===== src/rtl/cache_pkg.sv =====
// rtl/cache_pkg.sv - shared cache geometry, fill FSM states and word-address helper
package cache_pkg;

  localparam int CACHE_ADDR_W    = 16;
  localparam int CACHE_DATA_W    = 16;
  localparam int BLOCK_BYTES     = 16;
  localparam int WORDS_PER_BLOCK = 8;
  localparam int OFF_W           = $clog2(WORDS_PER_BLOCK);
  localparam int BASE_W          = CACHE_ADDR_W - $clog2(BLOCK_BYTES);

  typedef enum logic [1:0] {
    IDLE = 2'd0,
    FILL = 2'd1,
    TAG  = 2'd2
  } fill_state_t;

  // Byte address of a 16-bit word inside a block: {block base, word index, 0}.
  function automatic logic [CACHE_ADDR_W-1:0] word_addr(input logic [BASE_W-1:0] base,
                                                       input logic [OFF_W-1:0]  word);
    return {base, word, 1'b0};
  endfunction

endpackage


===== src/rtl/fill_counter.sv =====
// rtl/fill_counter.sv - saturating OFF_W+1-bit word counter with sync clear and done flag
module fill_counter
  import cache_pkg::*;
(
  input  logic           clk,
  input  logic           rst,
  input  logic           clr_i,
  input  logic           en_i,
  output logic [OFF_W:0] cnt_o,
  output logic           done_o
);

  logic [OFF_W:0] cnt_q, cnt_d;

  // Block size is a power of two, so the top bit marks a full block.
  assign done_o = cnt_q[OFF_W];
  assign cnt_o  = cnt_q;

  always_comb begin
    cnt_d = cnt_q;
    if (clr_i) begin
      cnt_d = '0;
    end else if (en_i && !done_o) begin
      cnt_d = cnt_q + 1'b1;
    end
  end

  always_ff @(posedge clk or posedge rst) begin
    if (rst) begin
      cnt_q <= '0;
    end else begin
      cnt_q <= cnt_d;
    end
  end

endmodule


===== src/rtl/cache_fill_fsm.sv =====
// rtl/cache_fill_fsm.sv - data-cache miss handler: block fetch, data-array fill, tag install
// Optional critical-word-first ordering: CACHE_FILL_CRITICAL_WORD_FIRST_EN
module cache_fill_fsm
  import cache_pkg::*;
#(
  parameter int ADDR_W = CACHE_ADDR_W,
  parameter int DATA_W = CACHE_DATA_W
) (
  input  logic              clk,
  input  logic              rst,
  input  logic              miss_detected,
  input  logic [ADDR_W-1:0] miss_address,
  input  logic [DATA_W-1:0] memory_data,
  input  logic              memory_data_valid,
  output logic              fsm_busy,
  output logic              memory_req,
  output logic [ADDR_W-1:0] memory_address,
  output logic              write_data_array,
  output logic [ADDR_W-1:0] data_array_address,
  output logic [DATA_W-1:0] data_array_data,
  output logic              write_tag_array,
  output logic              fill_done
);

  fill_state_t       state_q, state_d;
  logic [BASE_W-1:0] base_q, base_d;
  logic [OFF_W-1:0]  start_q, start_d;
  logic [OFF_W-1:0]  start_sel;
  logic [OFF_W:0]    issue_cnt, recv_cnt;
  logic              issue_done, recv_done;
  logic              in_fill, accept;
  logic [OFF_W-1:0]  issue_word, recv_word;
  logic              unused_bits;

`ifdef CACHE_FILL_CRITICAL_WORD_FIRST_EN
  assign start_sel   = miss_address[OFF_W:1];
  assign unused_bits = ^{miss_address[0], issue_cnt[OFF_W], recv_cnt[OFF_W]};
`else
  assign start_sel   = '0;
  assign unused_bits = ^{miss_address[OFF_W:0], issue_cnt[OFF_W], recv_cnt[OFF_W]};
`endif

  assign in_fill = (state_q == FILL);
  // Returns outside FILL or past the last word are dropped without a write.
  assign accept  = in_fill && memory_data_valid && !recv_done;

  fill_counter u_issue_cnt (
    .clk    (clk),
    .rst    (rst),
    .clr_i  (!in_fill),
    .en_i   (in_fill),
    .cnt_o  (issue_cnt),
    .done_o (issue_done)
  );

  fill_counter u_recv_cnt (
    .clk    (clk),
    .rst    (rst),
    .clr_i  (!in_fill),
    .en_i   (accept),
    .cnt_o  (recv_cnt),
    .done_o (recv_done)
  );

  assign issue_word = issue_cnt[OFF_W-1:0] + start_q;
  assign recv_word  = recv_cnt[OFF_W-1:0] + start_q;

  always_comb begin
    state_d = state_q;
    base_d  = base_q;
    start_d = start_q;
    case (state_q)
      IDLE: begin
        if (miss_detected) begin
          state_d = FILL;
          base_d  = miss_address[ADDR_W-1:OFF_W+1];
          start_d = start_sel;
        end
      end
      FILL: begin
        if (accept && (recv_cnt[OFF_W-1:0] == OFF_W'(WORDS_PER_BLOCK - 1))) begin
          state_d = TAG;
        end
      end
      TAG:     state_d = IDLE;
      default: state_d = IDLE;
    endcase
  end

  always_ff @(posedge clk or posedge rst) begin
    if (rst) begin
      state_q <= IDLE;
      base_q  <= '0;
      start_q <= '0;
    end else begin
      state_q <= state_d;
      base_q  <= base_d;
      start_q <= start_d;
    end
  end

  assign fsm_busy           = (state_q != IDLE);
  assign memory_req         = in_fill && !issue_done;
  assign memory_address     = word_addr(base_q, issue_word);
  assign write_data_array   = accept;
  assign data_array_address = word_addr(base_q, recv_word);
  assign data_array_data    = accept ? memory_data : '0;
  assign write_tag_array    = (state_q == TAG);
  assign fill_done          = (state_q == TAG);

endmodule


===== config.mk =====
export PLATFORM = sky130hd
export DESIGN_NAME = cache_fill_fsm
export DESIGN_NICKNAME = d
export VERILOG_FILES = /design/src/rtl/cache_pkg.sv /design/src/rtl/fill_counter.sv /design/src/rtl/cache_fill_fsm.sv
export SDC_FILE = /design/constraint.sdc
export NUM_CORES = 1
export LEC_CHECK = 0
export CORE_MARGIN = 5
export CORE_UTILIZATION = 34
export CTS_BUF_LIST = sky130_fd_sc_hd__clkbuf_4 sky130_fd_sc_hd__clkbuf_8 sky130_fd_sc_hd__clkbuf_16
export CTS_CLUSTER_SIZE = 40
export DETAILED_ROUTE_END_ITERATION = 8
export GPL_TIMING_DRIVEN = 0
export HOLD_SLACK_MARGIN = 0.06
export PLACE_DENSITY = 0.8
export SYNTH_ARGS = -nofsm -noshare
export SYNTH_HDL_FRONTEND = slang
export SYNTH_SLANG_ARGS = --single-unit
export TNS_END_PERCENT = 10

===== constraint.sdc =====
create_clock -name clk -period 1.9 [get_ports clk]
set_input_delay 0.475 -clock clk [delete_from_list [all_inputs] [get_ports clk]]
set_output_delay 0.475 -clock clk [all_outputs]
set_load 0.01 [all_outputs]

==> results by group <==
Status
  – Status: complete, no violations

GRT
  – Vias in the first global route: 998
  – Initial antenna violation count: 0
  – Global route overflow: 0
  – First-pass GRT wire length: 5.009 mm
  – Gr usage total: 0.1297
  – Largest net degree at the start of global routing: 23

STA
  – Tcrit/Tclk final: 0.9988
  – Clock skew: approximately 0.00075 ns
  – Final Hold Vio Count: 0
  – Final Max Tran Viols: 0
  – Hold slack: 0.5523 ns
  – Crit path time final: 1.898 ns
  – Rel. slew slack: 0.4527
  – RSZ-0062 raised after global routing: true
  – Slew @ Worst Pin: 0.8200 ns
  – Endpoints failing setup: 0
  – Fmax: 0.5269 GHz

Clocking
  – Clk pin slew, worst setup/hold paths: 0.12 ns
  – CTS Root Cell: clkbuf_4
  – H-Tree Depth: 1
  – Clock sink count: 22
  – Clock latency on the worst-skew pair: 0.30 ns
  – # hold bufs at CTS: 0
  – CTS buffer count: 3
  – CTS Buffer Depth: 2
  – TritonCTS clock tree: built

Synth
  – Post-Syn Instances: 102
  – Synth unique cells: 24
  – Top-count cell post-synth: dfrtp_1
  – Syn Std Cell Area: between 0.001 and 0.0015 sq mm
  – Post-synth ARST share: 1.000
  – Syn_area_per_cell: approximately 12 sq um
  – Post-synth top area cell: dfrtp_1
  – Post-synth EDFFs: 0
  – Ys flop type: dfrtp_1
  – Seq cells post-synth: 22
  – Register area share after synthesis: 0.4560
  – Yosys warning total: 0
  – Post-synth top area share: 0.4560
  – Post-synth top cells: dfrtp_1, and2_1, buf_4
  – Top cells by area, synth: dfrtp_1, mux2_4, buf_4, and2_1, ha_1

Power
  – Peak supply drop: 267.7 uV
  – Comb pwr share: 0.200
  – Internal power: 0.0007317 W
  – Switch share: 0.2182
  – Leakage: 1.085 nW
  – Seq pwr share: 0.528
  – Clk network pwr share: 0.272
  – Total Power: 0.0009360 W
  – P_sw: slightly above 0.0002 W
  – PD cells: 422.1 mW/mm^2

Critical path
  – FF-to-FF Start: state_q[0]$_DFFE_PP0P_
  – Reg2Reg Setup Slack: 0.49 ns
  – Worst path arrival time: 1.42 ns
  – Crit start category: flop
  – CP Depth: 5
  – R2R cell count: 4
  – Req. time, crit path: 1.42 ns
  – CP max stage delay: approximately 0.41 ns
  – Most used cell, CP: buf_6
  – Slowest stage cell, crit path: dfrtp_1
  – CP Buf/Inv Count: 2
  – Worst R2R End: base_q[10]$_DFFE_PP0P_
  – CP delay by family, top: simple AND/OR/NAND/NOR gates
  – Critical Path, Cell by Cell: nand2b_4 -> nor2_4 -> buf_6 -> and2_4 -> buf_6
  – CP Capture Type: primary output
  – Critical setup path kind: reg2out
  – Critical Path Fanout Max: 5

Cells and area
  – FILL cells: approximately 260
  – Layout net count: 232
  – Area delta synth->final: 83.63%
  – Ratio of cells with drive above 1 in the final layout: 0.4010
  – Number of inserted diodes: 0

Route
  – TritonRoute pass-1 iters: 2
  – Routed vias: between 1000 and 1500
  – Starting DRT DRC Count: 42
  – Post-route DRC: 0
  – Avg WL per Cell: 13.95 um
  – Vias per cell: 4.332
  – Final WL: 3.321 mm
  – Antenna viol nets, final: 0

Min path
  – Hold/Removal Path Class: reg2reg
  – Hold Path Sink: u_recv_cnt.cnt_o[3]$_DFFE_PP0P_
  – Hold Path Depth: 2
  – Hold path start: u_recv_cnt.cnt_o[3]$_DFFE_PP0P_

Place
  – HPWL after detailed placement: 2.586 mm
  – Routability Congestion: approximately 0.74
  – IO buf count: 82

Floorplan
  – I/O Pins: 89
  – Die Span X: a little under 70 um
  – Initial Util: 0.3562
  – Chip height: 69.59 um
  – Site row count: 21
  – Placeable Area: 0.003390 sq mm
  – DIE AREA: slightly below 0.005 sq mm

Job
  – Maxcap violations: 0
## kinds of logic after synthesis
group	Yosys count	share of synthesized area
other cells	1	0.003106
compound gates	3	0.01450
xor+xnor	3	0.02177
fa+ha+maj	3	0.03109
buf+inv	21	0.1295
simple gates	34	0.1793
flops	22	0.4560
mux	15	0.1648
## flip-flops by register name, indices dropped and copies added (netlist names)
signal	cells
u_recv_cnt.cnt_o	4
base_q	12
state_q	2
u_issue_cnt.cnt_o	4
## cell type report
class / count / area, sq um / share of cell area
plain buffers: 18 / 151.4 / 0.06828
clock buffers: 4 / 36.28 / 0.01637
inverters: 3 / 11.26 / 0.005079
multi-input cells: 60 / 556.8 / 0.2511
flip-flops and latches: 22 / 550.5 / 0.2483
well taps: 46 / 57.56 / 0.02596
repair buffers: 85 / 853.3 / 0.3849
## worst max-delay path by stage
stage / from / end / slack [ns]
6_report: state_q[1]$_DFFE_PP0P_ / data_array_data[12] / 0.002
2_1_floorplan: memory_data_valid / data_array_data[10] / 0.31
3_3_place_gp: memory_data_valid / data_array_data[8] / -0.75
4_1_cts: u_recv_cnt.cnt_o[3]$_DFFE_PP0P_ / data_array_data[1] / -0.09
5_1_grt: state_q[1]$_DFFE_PP0P_ / data_array_data[0] / -0.08
3_5_place_dp: memory_data_valid / data_array_data[12] / -0.83
## per-layer routing
layer,vias to the layer above,routed length [um],global-route usage,part of all wire
met5,-,0,0,0
met4,0,64,0.05206,0.019
met1,492,1313,0.1435,0.40
met2,40,1749,0.2256,0.53
li1,493,-,-,-
met3,6,194,0.04493,0.058
## power groups by stage
stage / clock, W / sequential, W / combinational (W)
2_1_floorplan: 0 / 0.000508 / 0.0000574
6_report: 0.000255 / 0.000494 / 0.000187
3_3_place_gp: 0 / 0.000502 / 0.000184
3_5_place_dp: 0 / 0.000503 / 0.000187
4_1_cts: 0.000268 / 0.000494 / 0.000188
5_1_grt: 0.000290 / 0.000497 / 0.000198
## repair_timing
item / CTS / global route
pin swaps: 1 / 15
endpoints found under the hold margin: 0 / 0
cloned: 0 / 1
gates resized for setup: 71 / 43
buffers inserted: 2 / 0
setup endpoints to repair: 21 / 18
## stage by stage
stage	setup TNS [ns]	instances	util	setup slack [ns]	cell area, sq um
2_1_floorplan	0	103	-	0.3137	1211
6_report	0	238	0.6541	0.002273	2217
4_1_cts	-0.4986	237	0.6235	-0.08823	2113
3_3_place_gp	-11.42	231	0.6165	-0.7541	2090
5_1_grt	-1.173	238	0.6541	-0.07721	2217
3_5_place_dp	-12.39	231	0.6165	-0.8328	2090
## cell usage in the layout, fill, tap and decap left out, types with 4 or more instances in the layout
| cell | instances |
|---|---|
| dlygate4sd2_1 | 4 |
| and2_4 | 14 |
| nor2_1 | 7 |
| clkbuf_4 | 4 |
| clkdlybuf4s50_1 | 60 |
| dfrtp_1 | 22 |
| buf_6 | 18 |
| buf_4 | 15 |
| mux2_4 | 9 |
## worst min-delay path, cell delays in order, from the launching register on
cell	delay, ns
dfrtp_1	0.40
inv_1	0.07
a21oi_1	0.06
Power figures use the tool's default switching activity.
